===== config.mk =====
export PLATFORM = sky130hd
export DESIGN_NAME = clock_set_controller
export DESIGN_NICKNAME = d
export VERILOG_FILES = /design/src/rtl/clock_set_controller.sv
export SDC_FILE = /design/constraint.sdc
export NUM_CORES = 1
export LEC_CHECK = 0
export ABC_AREA = 1
export BUFFER_PORTS_ARGS = -buffer_cell sky130_fd_sc_hd__clkbuf_2
export CAP_MARGIN = 20
export CORE_MARGIN = 4
export CORE_UTILIZATION = 35
export CTS_CLUSTER_SIZE = 25
export DETAILED_ROUTE_END_ITERATION = 8
export GPL_TIMING_DRIVEN = 0
export REMOVE_ABC_BUFFERS = 1
export SLEW_MARGIN = 25
export SYNTH_ARGS = -nofsm -noshare
export SYNTH_HDL_FRONTEND = slang
export SYNTH_SLANG_ARGS = --single-unit

===== constraint.sdc =====
create_clock -name i_clk -period 1.9 [get_ports i_clk]
set_input_delay 0.285 -clock i_clk [delete_from_list [all_inputs] [get_ports i_clk]]
set_output_delay 0.285 -clock i_clk [all_outputs]
set_load 0.02 [all_outputs]

===== src/rtl/clock_set_controller.sv =====
// clock_set_controller: freezes the timekeeper, edits shadow h/m/s fields from buttons,
// then commits with a one-cycle load pulse or abandons the edit after an inactivity timeout.
module clock_set_controller #(
  parameter int HOUR_MAX    = 23,
  parameter int MIN_MAX     = 59,
  parameter int TIMEOUT_SEC = 10,
  parameter int TO_W        = 8
) (
  input  logic       i_clk,
  input  logic       i_reset,
  input  logic       i_mode_btn,
  input  logic       i_inc_btn,
  input  logic       i_dec_btn,
  input  logic       i_sec_tick,
  input  logic [4:0] i_cur_hours,
  input  logic [5:0] i_cur_minutes,
  input  logic [5:0] i_cur_seconds,
  output logic       o_run_en,
  output logic       o_load,
  output logic [4:0] o_set_hours,
  output logic [5:0] o_set_minutes,
  output logic [5:0] o_set_seconds,
  output logic [1:0] o_field,
  output logic       o_blink
);
  typedef enum logic [1:0] {RUN, EDIT_HR, EDIT_MIN, EDIT_SEC} state_t;
  state_t r_state, w_state_n;
  logic r_load, w_load_n, r_blink, w_blink_n;
  logic [4:0] r_hours, w_hours_n;
  logic [5:0] r_minutes, w_minutes_n, r_seconds, w_seconds_n;
  logic [TO_W-1:0] r_to_cnt, w_to_cnt_n, w_to_inc;
  logic w_btn, w_up, w_dn, w_capture, w_expire;

  // Values above mx (e.g. captured out-of-range time) wrap to 0 on inc and to mx on dec.
  function automatic logic [5:0] f_step(input logic [5:0] v, input logic [5:0] mx, input logic up, input logic dn);
    return up ? ((v >= mx) ? 6'd0 : v + 6'd1) : dn ? ((v == 6'd0 || v > mx) ? mx : v - 6'd1) : v;
  endfunction

  always_comb begin
    w_btn       = i_mode_btn | i_inc_btn | i_dec_btn;
    w_up        = i_inc_btn & ~i_dec_btn & ~i_mode_btn;
    w_dn        = i_dec_btn & ~i_inc_btn & ~i_mode_btn;
    w_capture   = (r_state == RUN) && i_mode_btn;
    w_to_inc    = r_to_cnt + 1'b1;
    w_expire    = (TIMEOUT_SEC != 0) && (r_state != RUN) && i_sec_tick && !w_btn && (w_to_inc == TO_W'(TIMEOUT_SEC));
    w_state_n   = i_mode_btn ? state_t'(r_state + 2'd1) : w_expire ? RUN : r_state;
    w_load_n    = (r_state == EDIT_SEC) && i_mode_btn;
    w_hours_n   = w_capture ? i_cur_hours : (r_state == EDIT_HR) ? 5'(f_step({1'b0, r_hours}, 6'(HOUR_MAX), w_up, w_dn)) : r_hours;
    w_minutes_n = w_capture ? i_cur_minutes : (r_state == EDIT_MIN) ? f_step(r_minutes, 6'(MIN_MAX), w_up, w_dn) : r_minutes;
    w_seconds_n = w_capture ? i_cur_seconds : (r_state == EDIT_SEC) ? f_step(r_seconds, 6'(MIN_MAX), w_up, w_dn) : r_seconds;
    w_to_cnt_n  = (w_btn || r_state == RUN || w_expire) ? '0 : i_sec_tick ? w_to_inc : r_to_cnt;
    w_blink_n   = (w_state_n == RUN) ? 1'b0 : (r_state == RUN) ? 1'b1 : r_blink ^ i_sec_tick;
  end

  always_ff @(posedge i_clk) begin
    if (i_reset) begin
      r_state   <= RUN;
      r_load    <= 1'b0;
      r_blink   <= 1'b0;
      r_hours   <= '0;
      r_minutes <= '0;
      r_seconds <= '0;
      r_to_cnt  <= '0;
    end else begin
      r_state   <= w_state_n;
      r_load    <= w_load_n;
      r_blink   <= w_blink_n;
      r_hours   <= w_hours_n;
      r_minutes <= w_minutes_n;
      r_seconds <= w_seconds_n;
      r_to_cnt  <= w_to_cnt_n;
    end
  end

  assign o_run_en      = (r_state == RUN);
  assign o_load        = r_load;
  assign o_set_hours   = r_hours;
  assign o_set_minutes = r_minutes;
  assign o_set_seconds = r_seconds;
  assign o_field       = r_state;
  assign o_blink       = r_blink;
endmodule


==> results.json, run 1 <==
{
  "status": "finished clean",
  "grt_usage_pct": 15.3,
  "rsz0062_at_grt": "false",
  "ys.flop_type": "dfxtp_1",
  "wl_per_cell_um": 12.4,
  "cts_buffer_depth": 2,
  "cts_tree": "yes",
  "ys_async_sr_fraction_pct": 0,
  "rows": 29,
  "clock-root-buffer": "clkbuf_8",
  "whs_ps": 302,
  "holdCritPathClass": "primary input to flop",
  "initial_utilization_pct": 36.5,
  "htreeDepth": 2,
  "port_buffers": 44,
  "syn_area_um2": 2360,
  "clk_latency_ps": 290,
  "route.detailed.drc": 0,
  "drive_gt1_share_pct": 19.5,
  "cts_setup_buffers": 0,
  "hpwlAfterDp_um": 4300,
  "final_core_util_pct": 42.4,
  "grt_max_degree": 20,
  "cts_num_sinks": 29,
  "synth_edf_count": 0,
  "cts_hold_buffers": 0,
  "grt-ovfl-total": 0,
  "chipWidth_um": 90.1,
  "ys_seq_elements": 29,
  "grt_pass1_wl_um": 10300,
  "gp_congestion": 0.895,
  "maxCapViolCount": 0,
  "antenna_found_initial": 0,
  "tightest_slew_ps": 452,
  "area_growth_pct": 16.1,
  "ioPinCount": 45,
  "die_h_um": 90.1,
  "avgSynthCellArea_um2": 6.32,
  "synthCells": 373,
  "clk_pin_slew_ps": 70,
  "instances_no_fill": 488,
  "ant_nets": 0,
  "cp.arrival_ps": 1940,
  "relSlewSlack_pct": 69.9,
  "die_area_um2": 8110,
  "p_per_area_nw_per_um2": 751,
  "setup_violations": 0,
  "cts_buffers": 5,
  "yosys_warnings": 0,
  "leakage_nw": 1.28,
  "drt-initial-drc-count": 101,
  "yosysSeqAreaShare_pct": 24.6,
  "vias_per_cell": 5.00,
  "dp.cells": 479,
  "coreArea_um2": 6460,
  "synth.distinct_cells": 32,
  "crit_type": "flop to flop",
  "cp.required_ps": 2080,
  "num_antenna_cells": 0,
  "startpoint_type": "flop",
  "drv_slew": 0,
  "ir_drop_uv": 442,
  "wirelength_um": 6060,
  "critical_path.max_fanout": 15,
  "fin_crit_sh_pct": 92.6,
  "fin_skew_ps": 12.2,
  "dr_total_vias": 2441,
  "nNetsFinal": 447,
  "dr.pass1.iters": 5,
  "crit_path_end_kind": "flop",
  "timing.final.crit_period_ps": 1760,
  "fmax_mhz": 569,
  "hold_viol_final": 0,
  "first_global_vias": 2222,
  "power_w": 0.00206
}
-- critical path, stage by stage, from the launching register on --
cell     delay, ps
dfxtp_2        360
inv_1          110
ha_4           220
nand2_8        150
inv_4           90
a21oi_2        150
nand2_4         90
o21ai_2        150
inv_2          100
o21ai_0        170
a21oi_1         60
-- report_power, final --
group / internal (W) / leakage, nW / switching [W]
Combinational: 0.000268 / 0.988 / 0.000466
Clock: 0.000327 / 0.0542 / 0.000260
Sequential: 0.000658 / 0.237 / 0.0000781
-- metrics by stage --
step / TNS (ps) / cell area (um2) / setup WS [ps]
6_report: 0 / 2740 / 141
5_1_grt: 0 / 2740 / 3.90
4_1_cts: 0 / 2720 / 25.5
3_5_place_dp: -7530 / 2580 / -513
3_3_place_gp: -7550 / 2580 / -501
2_1_floorplan: -3360 / 2260 / -262
-- cell usage in the layout (no fill, tap or decap), types with 3 or more instances in the layout --
master / netlist / layout
ha_1: 14 / 13
inv_1: 34 / 33
nand4_1: 8 / 8
clkbuf_8: 0 / 7
a21oi_1: 24 / 24
nor2_1: 61 / 61
nor2_2: 4 / 4
dfxtp_1: 29 / 27
nor3_1: 3 / 3
clkbuf_2: 1 / 44
o21ai_0: 17 / 17
xnor2_1: 3 / 3
o21ai_2: 5 / 3
nand2_1: 88 / 88
xor2_1: 10 / 10
nand2_4: 2 / 3
nand3_1: 30 / 30
o21ai_1: 5 / 5
a211oi_1: 6 / 6
-- Yosys cell counts, types with 3 or more instances --
cell,n,share of area [%]
o21ai_1,5,1.1
xnor2_1,3,1.1
o21ai_2,5,1.9
dfxtp_1,29,25
a211oi_1,6,1.9
nand2_1,88,14
ha_1,14,7.4
inv_1,34,5.4
nor3_1,3,0.64
nor2_1,61,9.7
nor2_2,4,1.1
buf_6,4,1.9
a21oi_1,24,5.1
xor2_1,10,3.7
nand3_1,30,6.4
nand4_1,8,2.1
buf_2,6,1.3
o21ai_0,17,3.6
-- layout make-up --
type / instances / area, um2
fill: 692 / 3720
clock inverter: 1 / 5.00
tap: 77 / 96.3
multi-input combinational: 293 / 1590
timing repair buffer: 44 / 220
sequential: 29 / 583
clock buffer: 7 / 96.3
inverter: 37 / 144
-- state kept, by name, summed over array words and instances (netlist names) --
signal         count
o_blink            1
o_load             1
o_field            2
r_to_cnt           8
o_set_seconds      6
o_set_hours        5
o_set_minutes      6
-- metal layers --
| metal | GRT usage (%) | up-vias | routed length [um] |
|---|---|---|---|
| met3 | 4.17 | 8 | 353 |
| met2 | 24.0 | 52 | 2670 |
| met4 | 6.12 | 0 | 69 |
| li1 | - | 1286 | - |
| met1 | 19.9 | 1095 | 2960 |
| met5 | 0 | - | 0 |
-- path summary, 6_finish.rpt --
path / depth (start not counted) / startpoint / endpoint / slack, ps
worst min-delay path: 3 / i_cur_hours[1] / o_set_hours[1] / 300
worst max register to register: 10 / o_field[0] / o_set_hours[1] / 140
worst min register to register: 2 / r_to_cnt[6] / r_to_cnt[6] / 510
worst max-delay path: 10 / o_field[0] / o_set_hours[1] / 140
-- cells by family after synthesis --
logic type / count (synthesis) / share of synthesized area (%)
and+or+nand+nor: 205 / 38.5
xor gates and xnor gates: 13 / 4.83
buffers and inverters: 52 / 10.0
AOI/OAI and AO/OA: 60 / 14.6
adders and majority gates: 14 / 7.43
DFF: 29 / 24.6
-- repair_timing --
item | 4_1_cts | 5_1_grt
hold endpoints to repair | 0 | 0
cloned | 1 | 0
setup endpoints to repair | 17 | 24
resized for setup | 4 | 7
pin swaps | 1 | 0
No activity file was read; power rests on OpenSTA's default activity.
==> inputs of run 2 (changes only) <==
Settings changed: CORE_UTILIZATION 35 to 40, CTS_CLUSTER_DIAMETER set to 100.
==> results.json, run 2 (synthesis gave the netlist of run 1 again) <==
{
  "pwr-share-comb_pct": 37.1,
  "vias_per_cell": 5.00,
  "tightest_slew_ps": 451,
  "clk_pin_slew_ps": 60,
  "p_clk_share_pct": 26.2,
  "routed-wl-met3_um": 336,
  "timing.final.crit_period_ps": 1740,
  "cts_num_sinks": 29,
  "cp_cell_sequence": "inv_1, ha_4, nand2_8, inv_4, a21oi_2, nand2_4, o21ai_4, nor2_1, o21ai_1, a21oi_1",
  "cts_tree": "yes",
  "die_h_um": 84.8,
  "slowest_delay_ps": 360,
  "met1_length_um": 2900,
  "clk_latency_ps": 280,
  "largest-register": "r_to_cnt",
  "intPower_w": 0.00122,
  "fmax_mhz": 576,
  "dr.max_layer_used": "met4",
  "crit_type": "flop to flop",
  "die_area_um2": 7190,
  "ioPinCount": 45,
  "setup_tns_ps": 0,
  "crit_path_end_kind": "flop",
  "dp.cells": 474,
  "rows": 27,
  "p_sw_share_pct": 39.4,
  "p_per_area_nw_per_um2": 737,
  "grt_pass1_wl_um": 10100,
  "final_common_cell": "nand2_1",
  "wl_per_cell_um": 12.3,
  "cp.required_ps": 2050,
  "first_global_vias": 2210,
  "fin_crit_sh_pct": 91.4,
  "chipWidth_um": 84.8,
  "seqPwrFrac_pct": 36.6,
  "cts_setup_buffers": 0,
  "gp_congestion": 0.897,
  "pre_cts_ws_ps": -515,
  "p_sw_w": 0.000791,
  "holdCritPathClass": "primary input to flop",
  "grt_max_degree": 20,
  "wirelength_um": 5930,
  "ant_nets": 0,
  "dr_total_vias": 2412,
  "maxCapViolCount": 0,
  "nFillCells": 604,
  "cts_buffer_depth": 2,
  "drv_slew": 0,
  "critical_path.max_fanout": 15,
  "leakage_nw": 1.27,
  "setup_violations": 0,
  "instances_no_fill": 482,
  "initial_utilization_pct": 42.0,
  "fin_skew_ps": 5.89,
  "wl_met2_um": 2630,
  "area_growth_pct": 15.6,
  "grt-ovfl-total": 0,
  "route.detailed.drc": 0,
  "port_buffers": 44,
  "startpoint_type": "flop",
  "final_cell_mix": "nand2_1, nor2_1, clkbuf_2",
  "drt-initial-drc-count": 96,
  "num_antenna_cells": 0,
  "htreeDepth": 2,
  "rsz0062_at_grt": "false",
  "drive_gt1_share_pct": 19.0,
  "hpwlAfterDp_um": 4170,
  "largest_reg_flops": 8,
  "coreArea_um2": 5610,
  "grt_usage_pct": 16.9,
  "crit_slowest_cell": "dfxtp_2",
  "cts_buffers": 5,
  "dr.pass1.iters": 4,
  "worst_slack_ps": 163,
  "nNetsFinal": 447,
  "hold_viol_final": 0,
  "status": "finished clean",
  "antenna_found_initial": 0,
  "relSlewSlack_pct": 69.9,
  "cp.arrival_ps": 1890,
  "clock-root-buffer": "clkbuf_8",
  "ir_drop_uv": 269
}
==> run 2: cell types whose count changed in the layout (fill, tap and decap cells not counted) <==
cell / previous run / this run
o21ai_1: 5 / 6
clkbuf_8: 7 / 6
o21ai_2: 3 / 2
o21ai_0: 17 / 16
clkinv_2: 1 / 0
o21ai_4: 2 / 3
clkbuf_1: 0 / 1
==> run 2: final cells by class <==
type	instances	area (um2)	area share, %
Multi-Input combinational cell	293	1600	58.8
Sequential cell	29	583	21.4
Timing Repair Buffer	44	220	8.08
Inverter	37	144	5.28
Tap cell	72	90.1	3.31
Clock buffer	7	86.3	3.17
==> run 2: power groups by stage <==
stage	Clock, W	Sequential (W)	Combinational [W]
floorplan	0	0.000788	0.000465
global placement	0	0.000747	0.000700
detailed placement	0	0.000746	0.000708
CTS	0.000551	0.000733	0.000733
global route	0.000567	0.000744	0.000844
finish	0.000526	0.000735	0.000745
==> run 2: worst max-delay path, delay by kind of cell, from the launching register on <==
kind	cells	cell delay, ps
DFF	1	360
and+or+nand+nor	3	320
AOI/OAI and AO/OA	4	470
adders and majority gates	1	220
buffers and inverters	2	210
==> run 2: path summary, 6_finish.rpt <==
check | cells past startpoint | start | slack, ps | endpoint
setup / recovery | 10 | o_field[0] | 160 | o_set_seconds[4]
hold / removal | 3 | i_cur_hours[1] | 290 | o_set_hours[1]
setup reg to reg | 10 | o_field[0] | 160 | o_set_seconds[4]
hold reg to reg | 2 | r_to_cnt[4] | 500 | r_to_cnt[4]
==> run 2: per-layer routing <==
layer  track usage (%)  up-vias
met3              3.63        9
met2              27.6       64
li1                  -     1279
met5                 0        -
met1              22.3     1060
met4              5.04        0
==> run 2: what timing repair did <==
item                                   CTS  global route
pin swaps                                1             0
gates resized for setup                  4             9
hold buffers                             0             0
setup endpoints to repair               17            23
endpoints found under the hold margin    0             0
cloned                                   1             0
==> run 2: through the flow <==
stage               utilization (%)  area, um2  total power [W]  hold slack [ps]
floorplan                         -       2260          0.00125              354
global placement               45.9       2570          0.00145              483
detailed placement             45.9       2570          0.00145              496
CTS                            48.1       2700          0.00202              283
global route                   48.6       2720          0.00216              298
finish                         48.6       2720          0.00201              287
==> inputs of run 3 (changes only) <==
Settings changed: CORE_ASPECT_RATIO set to 1.75, RECOVER_POWER set to 100.
==> results.json, run 3 (synthesis gave the netlist of run 1 again) <==
{
  "ant_nets": 0,
  "grt-ovfl-total": 0,
  "reg2reg_to": "o_set_hours[2]",
  "cts_buffer_depth": 2,
  "leakage_nw": 1.23,
  "chipWidth_um": 66.0,
  "relSlewSlack_pct": 66.4,
  "route.detailed.drc": 0,
  "tightest_slew_ps": 504,
  "placed_cell_area_um2": 2580,
  "crit_path_end_kind": "flop",
  "reg2reg_setup_slack_ps": 110,
  "r2r_cells": 10,
  "largest_reg_flops": 8,
  "cts_hold_buffers": 0,
  "cp.arrival_ps": 1980,
  "hold_viol_final": 0,
  "cp.required_ps": 2090,
  "drv_slew": 0,
  "grt_usage_pct": 18.7,
  "area_growth_pct": 16.2,
  "clk_latency_ps": 290,
  "crit_type": "flop to flop",
  "holdCritPathClass": "primary input to flop",
  "crit_slowest_cell": "dfxtp_2",
  "slowest_delay_ps": 350,
  "path_delay_family": "compound AO/OA/AOI/OAI gates",
  "antenna_found_initial": 0,
  "port_buffers": 44,
  "hold_depth": 3,
  "final_cell_mix": "nand2_1, nor2_1, inv_1",
  "dr.pass1.iters": 4,
  "setup_violations": 0,
  "nNetsFinal": 450,
  "rsz0062_at_grt": "false",
  "ir_drop_uv": 550,
  "num_antenna_cells": 0,
  "first_global_vias": 2330,
  "startpoint_type": "flop",
  "fin_crit_sh_pct": 94.3,
  "initial_utilization_pct": 41.9,
  "gp_congestion": 0.901,
  "hpwlAfterDp_um": 4560,
  "htreeDepth": 2,
  "final_common_cell": "nand2_1",
  "cts_tree": "yes",
  "vias_per_cell": 5.06,
  "crit_buf_inv": 3,
  "grt_max_degree": 20,
  "rows": 36,
  "p_per_area_nw_per_um2": 788,
  "fmax_mhz": 558,
  "largest-register": "r_to_cnt",
  "final_core_util_pct": 48.6,
  "clock-root-buffer": "clkbuf_8",
  "status": "finished clean",
  "cp_num_cells": 10,
  "wl_per_cell_um": 12.9,
  "hold_path_end": "o_set_hours[1]",
  "die_h_um": 110,
  "ioPinCount": 45,
  "wirelength_um": 6320,
  "fin_skew_ps": 13.6,
  "dr_total_vias": 2477,
  "critical_path.max_fanout": 9,
  "drt-initial-drc-count": 154,
  "reg2reg_from": "o_field[0]",
  "cts_buffers": 5,
  "timing.final.crit_period_ps": 1790,
  "instances_no_fill": 490,
  "cts_num_sinks": 29,
  "maxCapViolCount": 0,
  "die_area_um2": 7230,
  "coreArea_um2": 5630,
  "grt_pass1_wl_um": 10600,
  "cp_cell_sequence": "inv_1, ha_4, nand2_8, inv_4, a21oi_1, nand2_4, o21ai_2, inv_1, o21ai_0, a21oi_1",
  "clk_pin_slew_ps": 80,
  "nFillCells": 625,
  "dp.cells": 478,
  "min-delay-start": "i_cur_hours[1]",
  "drive_gt1_share_pct": 14.5,
  "final_area_um2": 2740
}
## run 3: worst reg2reg max path, stage by stage, from the launching register on
cell and delay (ps):
dfxtp_2 350, inv_1 100, ha_4 230, nand2_8 90, inv_4 70, a21oi_1 220
nand2_4 110, o21ai_2 150, inv_1 140, o21ai_0 180, a21oi_1 60
## run 3: report_power, final
group | internal (W) | switching, W
logic | 0.000263 | 0.000473
registers | 0.000657 | 0.0000790
clock network | 0.000428 | 0.000259
total | 0.00135 | 0.000811
## run 3: how the worst max path moves through the flow
| stage | from | endpoint | slack [ps] |
|---|---|---|---|
| floorplan | o_field[0] | o_set_hours[1] | -260 |
| global placement | o_field[0] | o_set_hours[1] | -500 |
| detailed placement | o_field[0] | o_set_minutes[4] | -510 |
| CTS | o_field[0] | o_set_hours[1] | 40 |
| global route | o_field[0] | o_set_hours[1] | 10 |
| finish | o_field[0] | o_set_hours[2] | 110 |
## run 3: final cells by class
type / count / area [um2] / share of cell area [%]
multi-input combinational: 293 / 1580 / 57.8
sequential: 29 / 583 / 21.3
timing repair buffer: 47 / 216 / 7.90
inverter: 37 / 144 / 5.25
tap: 76 / 95.1 / 3.47
clock buffer: 7 / 86.3 / 3.15
clock inverter: 1 / 30.0 / 1.10
## run 3: per-layer routing
layer,track usage [%],vias up,share of wire (%)
met5,0,-,0
met4,6.83,0,1.5
met2,36.2,37,55
met3,2.76,8,3.0
met1,19.7,1142,40
li1,-,1290,-
## run 3: timing repair
action / 4_1_cts / 5_1_grt
resized for setup: 6 / 4
pin swaps: 1 / 0
endpoints found under the setup margin: 17 / 14
buffers inserted: 0 / 3
gates cloned: 1 / 0
## run 3: metrics by stage
step | power [W] | TNS (ps) | hold slack [ps] | setup slack [ps]
floorplan | 0.00125 | -3360 | 354 | -262
global placement | 0.00145 | -7480 | 480 | -504
detailed placement | 0.00146 | -7340 | 498 | -507
CTS | 0.00218 | 0 | 309 | 37.1
global route | 0.00230 | 0 | 331 | 11.7
finish | 0.00216 | 0 | 301 | 109
